<file path="src/rtl/axi_dma_copy_master_if.sv">
// axi_dma_copy_master_if: 128-bit AXI bus between the copy engine and memory.
// The master modport is the engine's view; slave is the memory side.
interface axi_dma_copy_master_if;
    logic         arvalid_m1;
    logic         arready_m1;
    logic [39:0]  araddr_m1;
    logic [7:0]   arlen_m1;
    logic [2:0]   arsize_m1;
    logic [1:0]   arburst_m1;
    logic [7:0]   arid_m1;
    logic         rvalid_m1;
    logic         rready_m1;
    logic [127:0] rdata_m1;
    logic [7:0]   rid_m1;
    logic         rlast_m1;
    logic [1:0]   rresp_m1;
    logic         awvalid_m1;
    logic         awready_m1;
    logic [39:0]  awaddr_m1;
    logic [7:0]   awlen_m1;
    logic [2:0]   awsize_m1;
    logic [1:0]   awburst_m1;
    logic [7:0]   awid_m1;
    logic         wvalid_m1;
    logic         wready_m1;
    logic [127:0] wdata_m1;
    logic [15:0]  wstrb_m1;
    logic         wlast_m1;
    logic [7:0]   wid_m1;
    logic         bvalid_m1;
    logic         bready_m1;
    logic [7:0]   bid_m1;
    logic [1:0]   bresp_m1;

    modport master (
        output arvalid_m1, araddr_m1, arlen_m1, arsize_m1, arburst_m1, arid_m1,
        input  arready_m1,
        input  rvalid_m1, rdata_m1, rid_m1, rlast_m1, rresp_m1,
        output rready_m1,
        output awvalid_m1, awaddr_m1, awlen_m1, awsize_m1, awburst_m1, awid_m1,
        input  awready_m1,
        output wvalid_m1, wdata_m1, wstrb_m1, wlast_m1, wid_m1,
        input  wready_m1,
        input  bvalid_m1, bid_m1, bresp_m1,
        output bready_m1
    );

    modport slave (
        input  arvalid_m1, araddr_m1, arlen_m1, arsize_m1, arburst_m1, arid_m1,
        output arready_m1,
        output rvalid_m1, rdata_m1, rid_m1, rlast_m1, rresp_m1,
        input  rready_m1,
        input  awvalid_m1, awaddr_m1, awlen_m1, awsize_m1, awburst_m1, awid_m1,
        output awready_m1,
        input  wvalid_m1, wdata_m1, wstrb_m1, wlast_m1, wid_m1,
        output wready_m1,
        output bvalid_m1, bid_m1, bresp_m1,
        input  bready_m1
    );
endinterface

</file>
<file path="src/rtl/axi_dma_copy_master.sv">
// axi_dma_copy_master: single-command AXI copy engine.
// Reads one burst into a local beat buffer, then writes it back out.
module axi_dma_copy_master #(
    parameter int unsigned BUF_DEPTH = 16,
    parameter logic [7:0]  AXI_ID    = 8'h5A
) (
    input  logic        pll_core_cpuclk,
    input  logic        pad_cpu_rst_b,
    input  logic        cmd_valid,
    output logic        cmd_ready,
    input  logic [39:0] cmd_src,
    input  logic [39:0] cmd_dst,
    input  logic [7:0]  cmd_len,
    output logic        done_valid,
    output logic        done_err,
    output logic        busy,
    axi_dma_copy_master_if.master m
);
    localparam int unsigned IW      = $clog2(BUF_DEPTH);
    localparam logic [7:0]  MAX_LEN = 8'(BUF_DEPTH - 1);

    typedef enum logic [2:0] {
        IDLE, RD_ADDR, RD_DATA, WR_ADDR, WR_DATA, WR_RESP, DONE
    } state_e;

    state_e       state_q;
    logic [39:0]  src_q, dst_q;
    logic [7:0]   len_q, rcnt_q, wcnt_q;
    logic         arvalid_q, rready_q, awvalid_q, wvalid_q, wlast_q, bready_q;
    logic         done_q, derr_q, err_q;
    logic [127:0] wdata_q;
    logic [127:0] mem_q [BUF_DEPTH];

    logic          rd_fire, rd_bad, rd_end, b_bad, cmd_bad;
    logic [7:0]    wcnt_nx;
    logic [IW-1:0] ridx, widx_nx;

    assign rd_fire = rready_q & m.rvalid_m1;
    assign rd_bad  = (m.rresp_m1 != 2'b00) | (m.rid_m1 != AXI_ID)
                   | (m.rlast_m1 != (rcnt_q == len_q));
    // An early rlast ends the burst; its mismatch is already in rd_bad.
    assign rd_end  = (rcnt_q == len_q) | m.rlast_m1;
    assign b_bad   = (m.bresp_m1 != 2'b00) | (m.bid_m1 != AXI_ID);
    assign cmd_bad = (cmd_len > MAX_LEN)
                   | (({1'b0, cmd_src[11:4]} + {1'b0, cmd_len}) > 9'd255)
                   | (({1'b0, cmd_dst[11:4]} + {1'b0, cmd_len}) > 9'd255);
    assign wcnt_nx = wcnt_q + 8'd1;
    assign ridx    = rcnt_q[IW-1:0];
    assign widx_nx = wcnt_nx[IW-1:0];

    always_ff @(posedge pll_core_cpuclk) begin
        if (rd_fire) mem_q[ridx] <= m.rdata_m1;
    end

    always_ff @(posedge pll_core_cpuclk) begin
        if (!pad_cpu_rst_b) begin
            state_q   <= IDLE;
            src_q     <= '0;
            dst_q     <= '0;
            len_q     <= '0;
            rcnt_q    <= '0;
            wcnt_q    <= '0;
            arvalid_q <= 1'b0;
            rready_q  <= 1'b0;
            awvalid_q <= 1'b0;
            wvalid_q  <= 1'b0;
            wlast_q   <= 1'b0;
            bready_q  <= 1'b0;
            done_q    <= 1'b0;
            derr_q    <= 1'b0;
            err_q     <= 1'b0;
            wdata_q   <= '0;
        end else begin
            unique case (state_q)
                IDLE: if (cmd_valid) begin
                    src_q  <= cmd_src;
                    dst_q  <= cmd_dst;
                    len_q  <= cmd_len;
                    rcnt_q <= '0;
                    wcnt_q <= '0;
                    if (cmd_bad) begin
                        state_q <= DONE;
                        done_q  <= 1'b1;
                        derr_q  <= 1'b1;
                    end else begin
                        state_q   <= RD_ADDR;
                        arvalid_q <= 1'b1;
                    end
                end
                RD_ADDR: if (m.arready_m1) begin
                    arvalid_q <= 1'b0;
                    rready_q  <= 1'b1;
                    state_q   <= RD_DATA;
                end
                RD_DATA: if (m.rvalid_m1) begin
                    rcnt_q <= rcnt_q + 8'd1;
                    if (rd_bad) err_q <= 1'b1;
                    if (rd_end) begin
                        rready_q <= 1'b0;
                        if (err_q | rd_bad) begin
                            state_q <= DONE;
                            done_q  <= 1'b1;
                            derr_q  <= 1'b1;
                        end else begin
                            state_q   <= WR_ADDR;
                            awvalid_q <= 1'b1;
                        end
                    end
                end
                WR_ADDR: if (m.awready_m1) begin
                    awvalid_q <= 1'b0;
                    wvalid_q  <= 1'b1;
                    wlast_q   <= (len_q == 8'd0);
                    wdata_q   <= mem_q[{IW{1'b0}}];
                    state_q   <= WR_DATA;
                end
                WR_DATA: if (m.wready_m1) begin
                    wcnt_q <= wcnt_nx;
                    if (wlast_q) begin
                        wvalid_q <= 1'b0;
                        wlast_q  <= 1'b0;
                        bready_q <= 1'b1;
                        state_q  <= WR_RESP;
                    end else begin
                        wdata_q <= mem_q[widx_nx];
                        wlast_q <= (wcnt_nx == len_q);
                    end
                end
                WR_RESP: if (m.bvalid_m1) begin
                    bready_q <= 1'b0;
                    done_q   <= 1'b1;
                    derr_q   <= err_q | b_bad;
                    state_q  <= DONE;
                end
                DONE: begin
                    done_q  <= 1'b0;
                    derr_q  <= 1'b0;
                    err_q   <= 1'b0;
                    state_q <= IDLE;
                end
                default: state_q <= IDLE;
            endcase
        end
    end

    assign cmd_ready  = (state_q == IDLE);
    assign busy       = (state_q != IDLE);
    assign done_valid = done_q;
    assign done_err   = derr_q;

    assign m.arvalid_m1 = arvalid_q;
    assign m.araddr_m1  = src_q & ~40'hF;
    assign m.arlen_m1   = len_q;
    assign m.arsize_m1  = 3'b100;
    assign m.arburst_m1 = 2'b01;
    assign m.arid_m1    = AXI_ID;
    assign m.rready_m1  = rready_q;
    assign m.awvalid_m1 = awvalid_q;
    assign m.awaddr_m1  = dst_q & ~40'hF;
    assign m.awlen_m1   = len_q;
    assign m.awsize_m1  = 3'b100;
    assign m.awburst_m1 = 2'b01;
    assign m.awid_m1    = AXI_ID;
    assign m.wvalid_m1  = wvalid_q;
    assign m.wdata_m1   = wdata_q;
    assign m.wstrb_m1   = 16'hffff;
    assign m.wlast_m1   = wlast_q;
    assign m.wid_m1     = AXI_ID;
    assign m.bready_m1  = bready_q;
endmodule

</file>
<file path="src/flat_wrapper.sv">
// flat-port wrapper written by rule: the top's interface ports become plain ports
module axi_dma_copy_master_flat 
#(
    parameter int unsigned BUF_DEPTH = 16,
    parameter logic [7:0]  AXI_ID    = 8'h5A
)
  (pll_core_cpuclk, pad_cpu_rst_b, cmd_valid, cmd_ready, cmd_src, cmd_dst, cmd_len, done_valid, done_err, busy, m_arvalid_m1, m_araddr_m1, m_arlen_m1, m_arsize_m1, m_arburst_m1, m_arid_m1, m_arready_m1, m_rvalid_m1, m_rdata_m1, m_rid_m1, m_rlast_m1, m_rresp_m1, m_rready_m1, m_awvalid_m1, m_awaddr_m1, m_awlen_m1, m_awsize_m1, m_awburst_m1, m_awid_m1, m_awready_m1, m_wvalid_m1, m_wdata_m1, m_wstrb_m1, m_wlast_m1, m_wid_m1, m_wready_m1, m_bvalid_m1, m_bid_m1, m_bresp_m1, m_bready_m1);
  axi_dma_copy_master_if m_i ();
  input  logic pll_core_cpuclk;
  input  logic pad_cpu_rst_b;
  input  logic cmd_valid;
  output logic cmd_ready;
  input  logic [39:0] cmd_src;
  input  logic [39:0] cmd_dst;
  input  logic [7:0] cmd_len;
  output logic done_valid;
  output logic done_err;
  output logic busy;
  output wire logic [$bits(m_i.arvalid_m1)-1:0] m_arvalid_m1;
  output wire logic [$bits(m_i.araddr_m1)-1:0] m_araddr_m1;
  output wire logic [$bits(m_i.arlen_m1)-1:0] m_arlen_m1;
  output wire logic [$bits(m_i.arsize_m1)-1:0] m_arsize_m1;
  output wire logic [$bits(m_i.arburst_m1)-1:0] m_arburst_m1;
  output wire logic [$bits(m_i.arid_m1)-1:0] m_arid_m1;
  input wire logic [$bits(m_i.arready_m1)-1:0] m_arready_m1;
  input wire logic [$bits(m_i.rvalid_m1)-1:0] m_rvalid_m1;
  input wire logic [$bits(m_i.rdata_m1)-1:0] m_rdata_m1;
  input wire logic [$bits(m_i.rid_m1)-1:0] m_rid_m1;
  input wire logic [$bits(m_i.rlast_m1)-1:0] m_rlast_m1;
  input wire logic [$bits(m_i.rresp_m1)-1:0] m_rresp_m1;
  output wire logic [$bits(m_i.rready_m1)-1:0] m_rready_m1;
  output wire logic [$bits(m_i.awvalid_m1)-1:0] m_awvalid_m1;
  output wire logic [$bits(m_i.awaddr_m1)-1:0] m_awaddr_m1;
  output wire logic [$bits(m_i.awlen_m1)-1:0] m_awlen_m1;
  output wire logic [$bits(m_i.awsize_m1)-1:0] m_awsize_m1;
  output wire logic [$bits(m_i.awburst_m1)-1:0] m_awburst_m1;
  output wire logic [$bits(m_i.awid_m1)-1:0] m_awid_m1;
  input wire logic [$bits(m_i.awready_m1)-1:0] m_awready_m1;
  output wire logic [$bits(m_i.wvalid_m1)-1:0] m_wvalid_m1;
  output wire logic [$bits(m_i.wdata_m1)-1:0] m_wdata_m1;
  output wire logic [$bits(m_i.wstrb_m1)-1:0] m_wstrb_m1;
  output wire logic [$bits(m_i.wlast_m1)-1:0] m_wlast_m1;
  output wire logic [$bits(m_i.wid_m1)-1:0] m_wid_m1;
  input wire logic [$bits(m_i.wready_m1)-1:0] m_wready_m1;
  input wire logic [$bits(m_i.bvalid_m1)-1:0] m_bvalid_m1;
  input wire logic [$bits(m_i.bid_m1)-1:0] m_bid_m1;
  input wire logic [$bits(m_i.bresp_m1)-1:0] m_bresp_m1;
  output wire logic [$bits(m_i.bready_m1)-1:0] m_bready_m1;
  assign m_arvalid_m1 = m_i.arvalid_m1;
  assign m_araddr_m1 = m_i.araddr_m1;
  assign m_arlen_m1 = m_i.arlen_m1;
  assign m_arsize_m1 = m_i.arsize_m1;
  assign m_arburst_m1 = m_i.arburst_m1;
  assign m_arid_m1 = m_i.arid_m1;
  assign m_i.arready_m1 = m_arready_m1;
  assign m_i.rvalid_m1 = m_rvalid_m1;
  assign m_i.rdata_m1 = m_rdata_m1;
  assign m_i.rid_m1 = m_rid_m1;
  assign m_i.rlast_m1 = m_rlast_m1;
  assign m_i.rresp_m1 = m_rresp_m1;
  assign m_rready_m1 = m_i.rready_m1;
  assign m_awvalid_m1 = m_i.awvalid_m1;
  assign m_awaddr_m1 = m_i.awaddr_m1;
  assign m_awlen_m1 = m_i.awlen_m1;
  assign m_awsize_m1 = m_i.awsize_m1;
  assign m_awburst_m1 = m_i.awburst_m1;
  assign m_awid_m1 = m_i.awid_m1;
  assign m_i.awready_m1 = m_awready_m1;
  assign m_wvalid_m1 = m_i.wvalid_m1;
  assign m_wdata_m1 = m_i.wdata_m1;
  assign m_wstrb_m1 = m_i.wstrb_m1;
  assign m_wlast_m1 = m_i.wlast_m1;
  assign m_wid_m1 = m_i.wid_m1;
  assign m_i.wready_m1 = m_wready_m1;
  assign m_i.bvalid_m1 = m_bvalid_m1;
  assign m_i.bid_m1 = m_bid_m1;
  assign m_i.bresp_m1 = m_bresp_m1;
  assign m_bready_m1 = m_i.bready_m1;
  axi_dma_copy_master #(.BUF_DEPTH(BUF_DEPTH), .AXI_ID(AXI_ID)) u_core (.pll_core_cpuclk(pll_core_cpuclk), .pad_cpu_rst_b(pad_cpu_rst_b), .cmd_valid(cmd_valid), .cmd_ready(cmd_ready), .cmd_src(cmd_src), .cmd_dst(cmd_dst), .cmd_len(cmd_len), .done_valid(done_valid), .done_err(done_err), .busy(busy), .m(m_i));
endmodule
</file>
<file path="config.mk">
export PLATFORM = sky130hd
export DESIGN_NAME = axi_dma_copy_master_flat
export DESIGN_NICKNAME = d
export VERILOG_FILES = /design/src/rtl/axi_dma_copy_master_if.sv /design/src/rtl/axi_dma_copy_master.sv /design/src/flat_wrapper.sv
export SDC_FILE = /design/constraint.sdc
export NUM_CORES = 2
export LEC_CHECK = 0
export CAP_MARGIN = 20
export CORE_MARGIN = 4
export CORE_UTILIZATION = 25
export DETAILED_ROUTE_END_ITERATION = 10
export HOLD_SLACK_MARGIN = 0.05
export PLACE_DENSITY = 0.48
export SETUP_SLACK_MARGIN = 0.02
export SLEW_MARGIN = 20
export SYNTH_ARGS = -nofsm -noshare
export SYNTH_HDL_FRONTEND = slang
export SYNTH_SLANG_ARGS = --single-unit
</file>
<file path="constraint.sdc">
create_clock -name pll_core_cpuclk -period 4.5 [get_ports pll_core_cpuclk]
set_clock_uncertainty 0.15 [all_clocks]
set_input_delay 0.9 -clock pll_core_cpuclk [delete_from_list [all_inputs] [get_ports pll_core_cpuclk]]
set_output_delay 0.9 -clock pll_core_cpuclk [all_outputs]
set_load 0.005 [all_outputs]
</file>
==> results.md <==
| Quantity | Value |
| --- | --- |
| Fraction of registers with async set/reset | 0% |
| Beginning of the worst hold path | u_core.src_q[9]$_SDFFE_PN0P_ |
| Amount of wire on met3 after detailed routing | 13.6 mm |
| Total Neg Setup Slack | 0 ns |
| Number of cells in the finished layout apart from fillers | 10100 |
| Hold violation count in the final report | 0 |
| Number of flops mapped to enable cells by yosys | 2048 |
| Chip width | 603 um |
| Die outline area | 363000 um2 |
| Synthesis Warnings | 0 |
| Clock transition at the registers of the reported paths | 0.06 ns |
| Worst Tran Pin Value | 1.20 ns |
| Path type of the worst setup path | flip-flop to output pin |
| Setup repair after global routing missed its margin | no |
| Initial cell density of the core | 25.1% |
| Final number of setup-violating endpoints | 0 |
| Detail-routed net length per standard cell | 25.2 um |
| Number of cells on the worst reg-to-reg path | 9 |
| Beginning of the critical path | u_core.state_q[0]$_SDFFE_PN0P_ |
| Setup ws final | 0.700 ns |
| Final-report max-slew violation count | 0 |
| Startpoint type of the worst setup path | flip-flop |
| Capturing point of the worst reg2reg path | u_core.state_q[0]$_SDFFE_PN0P_ |
| Cell count after synthesis | 4527 |
| Core Rows | 218 |
| Capturing element of the worst setup path | cmd_ready |
| Crit Path Max Fanout | 21 |
| Multiplexer share of the synthesized area | 16.1% |
| Number of register bits inferred by synthesis | 2284 |
| Final critical path time including I/O delays and setup | 3.80 ns |
| Netlist Area Pre-Place | 88400 um2 |
| DRC marker count from the first detailed-route iteration | 3392 |
| Switching power of the nets | 14.0 mW |
| Reported max-cap violation count | 0 |
| Reported leakage power | 33.1 nW |
| Post-DP HPWL | 149 mm |
| Clock tree from TritonCTS | built |
| Simple logic cell fraction of the synthesized area | 2.78% |
| CP endpoint kind | output pin |
| Register-to-register setup slack | 1.25 ns |
| Beginning of the worst register-to-register path | u_core.m.arlen_m1[3]$_SDFFE_PN0P_ |
| Ratio of routed vias to standard cells | 4.49 |
| Clock buffer count from CTS | 269 |
| DRC violations left | 0 |
| I/O Buffers | 462 |
| Share of the synthesized area in compound gates (AO/OA/AOI/OAI) | 3.44% |
| Crit path DAT | 2.75 ns |
| Sequential group share of total power | 44.3% |
| # H-tree levels | 5 |
| Utilization after layout | 31.0% |
| Final Net Count | 5447 |
| Wire length the detailed router placed on met1 | 110 mm |
| Die boundary height | 603 um |
| Dominant combinational cell family by area after synthesis | multiplexers |
| Commonest cells after routing, fill and taps aside | edfxtp_1 (2048), mux4_2 (512), clkdlybuf4s50_1 (461) |
| Share of synthesized cell area in full adder, half adder and majority cells | 0.328% |
| Fraction of the yosys area taken by sequential cells | 74.9% |
| Ratio of cells with drive above 1 in the final layout | 23.5% |
| Synthesized area divided by synthesized cell count | 19.5 um2 |
| First-pass GRT wire length | 361 mm |
| Leading register cell type out of synthesis | edfxtp_1 |
| Top achievable clock speed | 263 MHz |
| Final worst-path cycle share | 84.4% |
| Top sig layer | met5 |
| Part of the power in combinational logic | 16.3% |
| Detailed route wirelength on metal2 | 125 mm |
| Largest vdd supply drop | 290 uV |
| Quantity of gates resized following cts | 0 |
| Synthesis-to-layout area growth | 23.6% |
| P per Cell Area | 503 nW/um2 |
| Design internal power | 40.9 mW |
| Clk Latency, worst-skew pair | 0.87 ns |
| Setup Slack @ Placement | 0.673 ns |
| Most common library cell in the layout ignoring fill and taps | edfxtp_1 |
| Global routing usage summed across all routing layers | 13.6% |
| Final weighted congestion in routability-driven placement | 0.830 |
| TritonRoute pass-1 iters | 6 |
| Relative slew margins | 19.7% |
| Clock buffer depth | 4 |
| Via count | 45500 |
| Setup fix buffers added after clock tree synthesis | 0 |
| Sw frac | 25.6% |
| Xor and xnor area share after synthesis | 0.278% |
| Clock Sinks | 2284 |
| Number of antenna violations at the first check in global routing | 53 |
| Count of cell types in the netlist | 59 |
| Total placed cells including tap cells | 9639 |
| Pin count of the biggest net entering global routing | 88 |
| Status | completed |
| Buffer cell driving the clock tree root | clkbuf_16 |
| Remaining number of nets flagged by the antenna check after routing | 0 |
| Worst min path class | flip-flop to flip-flop |
| Clock power share | 39.5% |
| WP data required | 3.45 ns |
| Routed wire length | 255 mm |
| I/O Pins | 529 |
| Vias in the first global route | 47300 |
| Number of buffers inserted for hold repair after clock tree synthesis | 0 |
| Total overflow reported by the global router | 0 |
| Placeable core region | 352000 um2 |
## worst min-delay path by stage
stage	endpoint	slack (ns)	cells after the start
2_1_floorplan	u_core.src_q[34]$_SDFFE_PN0P_	0.31	2
3_3_place_gp	u_core.src_q[4]$_SDFFE_PN0P_	0.30	2
3_5_place_dp	u_core.src_q[9]$_SDFFE_PN0P_	0.31	2
4_1_cts	u_core.dst_q[36]$_SDFFE_PN0P_	0.32	2
5_1_grt	u_core.src_q[7]$_SDFFE_PN0P_	0.33	2
6_report	u_core.src_q[9]$_SDFFE_PN0P_	0.31	2
## registers in the layout (all words and copies together) (netlist names)
register,flops
u_core.m.wlast_m1,1
u_core.mem_q,2048
u_core.m.rready_m1,1
u_core.rcnt_q,8
u_core.done_err,1
u_core.done_valid,1
u_core.m.wdata_m1,128
u_core.err_q,1
u_core.m.awvalid_m1,1
u_core.wcnt_q,8
u_core.state_q,3
u_core.m.bready_m1,1
u_core.dst_q,36
u_core.m.arlen_m1,8
u_core.src_q,36
u_core.m.wvalid_m1,1
u_core.m.arvalid_m1,1
## routing by layer
metal / vias to the layer above / track usage (%)
met1: 24300 / 18.0
met3: 374 / 2.71
met2: 1208 / 22.8
met4: 20 / 3.70
met5: - / 0
li1: 19600 / -
## final cells by class
cell class | instances | area, um2
multi-input cells | 1940 | 20600
clock buffers | 369 | 7490
fillers | 34000 | 243000
well taps | 4730 | 5920
inverters | 13 | 48.8
diodes | 14 | 35.0
repair buffers | 672 | 7590
clock inverters | 118 | 1320
flip-flops and latches | 2284 | 66200
## Yosys cell counts, types with 2 or more instances
cell type / n / area share [%]
nand2b_1: 2 / 0.014
inv_1: 13 / 0.055
buf_2: 115 / 0.65
clkbuf_1: 132 / 0.56
nor3b_1: 4 / 0.034
mux4_2: 512 / 13
a21o_1: 5 / 0.042
xor2_1: 21 / 0.21
nand3_1: 11 / 0.062
nand3b_1: 3 / 0.025
ha_1: 20 / 0.28
a21oi_1: 141 / 0.80
mux2_2: 128 / 1.6
mux2i_1: 129 / 1.5
or4bb_1: 2 / 0.025
conb_1: 2 / 0.0085
a31oi_1: 129 / 0.91
nor2_1: 16 / 0.068
o21ai_0: 136 / 0.77
nand2_1: 314 / 1.3
nor4bb_1: 2 / 0.023
buf_6: 5 / 0.064
nor4_1: 8 / 0.057
o211ai_1: 2 / 0.017
fa_1: 2 / 0.045
a21boi_0: 83 / 0.71
edfxtp_1: 2048 / 70
and3_1: 2 / 0.014
nor3_1: 133 / 0.75
buf_1: 12 / 0.051
nand4_1: 5 / 0.035
buf_4: 81 / 0.69
nor2b_1: 16 / 0.11
o41ai_1: 3 / 0.030
dfxtp_1: 236 / 5.3
a211oi_1: 2 / 0.017
and2_1: 19 / 0.13
a32oi_1: 2 / 0.020
a22oi_1: 5 / 0.042
xnor2_1: 7 / 0.069
## critical path, cell delays in order, from the launching register on
cell and delay (ns):
dfxtp_1 0.83, inv_1 0.12, nand2_1 0.24, inv_1 0.19, clkdlybuf4s50_1 0.49
## cell families (layout without fill, tap and decap cells)
logic type,after synthesis,after routing
muxes,769,769
and+or+nand+nor,546,546
buffers and inverters,359,1172
xor gates and xnor gates,28,28
adders and majority gates,22,22
AOI/OAI and AO/OA,517,517
DFF,2284,2284
other,2,72
## power groups by stage
| stage | sequential (mW) | clock [mW] | combinational (mW) |
|---|---|---|---|
| after floorplan | 24.4 | 0 | 5.35 |
| after global placement | 24.8 | 0 | 9.16 |
| after detailed placement | 24.8 | 0 | 9.14 |
| after CTS | 24.3 | 22.4 | 9.18 |
| after global routing | 24.4 | 23.3 | 9.74 |
| final | 24.3 | 21.7 | 8.93 |
## per-stage QoR
| stage | power, mW | area, um2 | hold slack [ns] |
|---|---|---|---|
| 6_report | 54.9 | 109000 | 0.314 |
| 5_1_grt | 57.4 | 109000 | 0.328 |
| 4_1_cts | 55.9 | 109000 | 0.316 |
| 3_5_place_dp | 33.9 | 100000 | 0.308 |
| 3_3_place_gp | 33.9 | 100000 | 0.304 |
| 2_1_floorplan | 29.7 | 88600 | 0.310 |
Power figures use the tool's default switching activity.
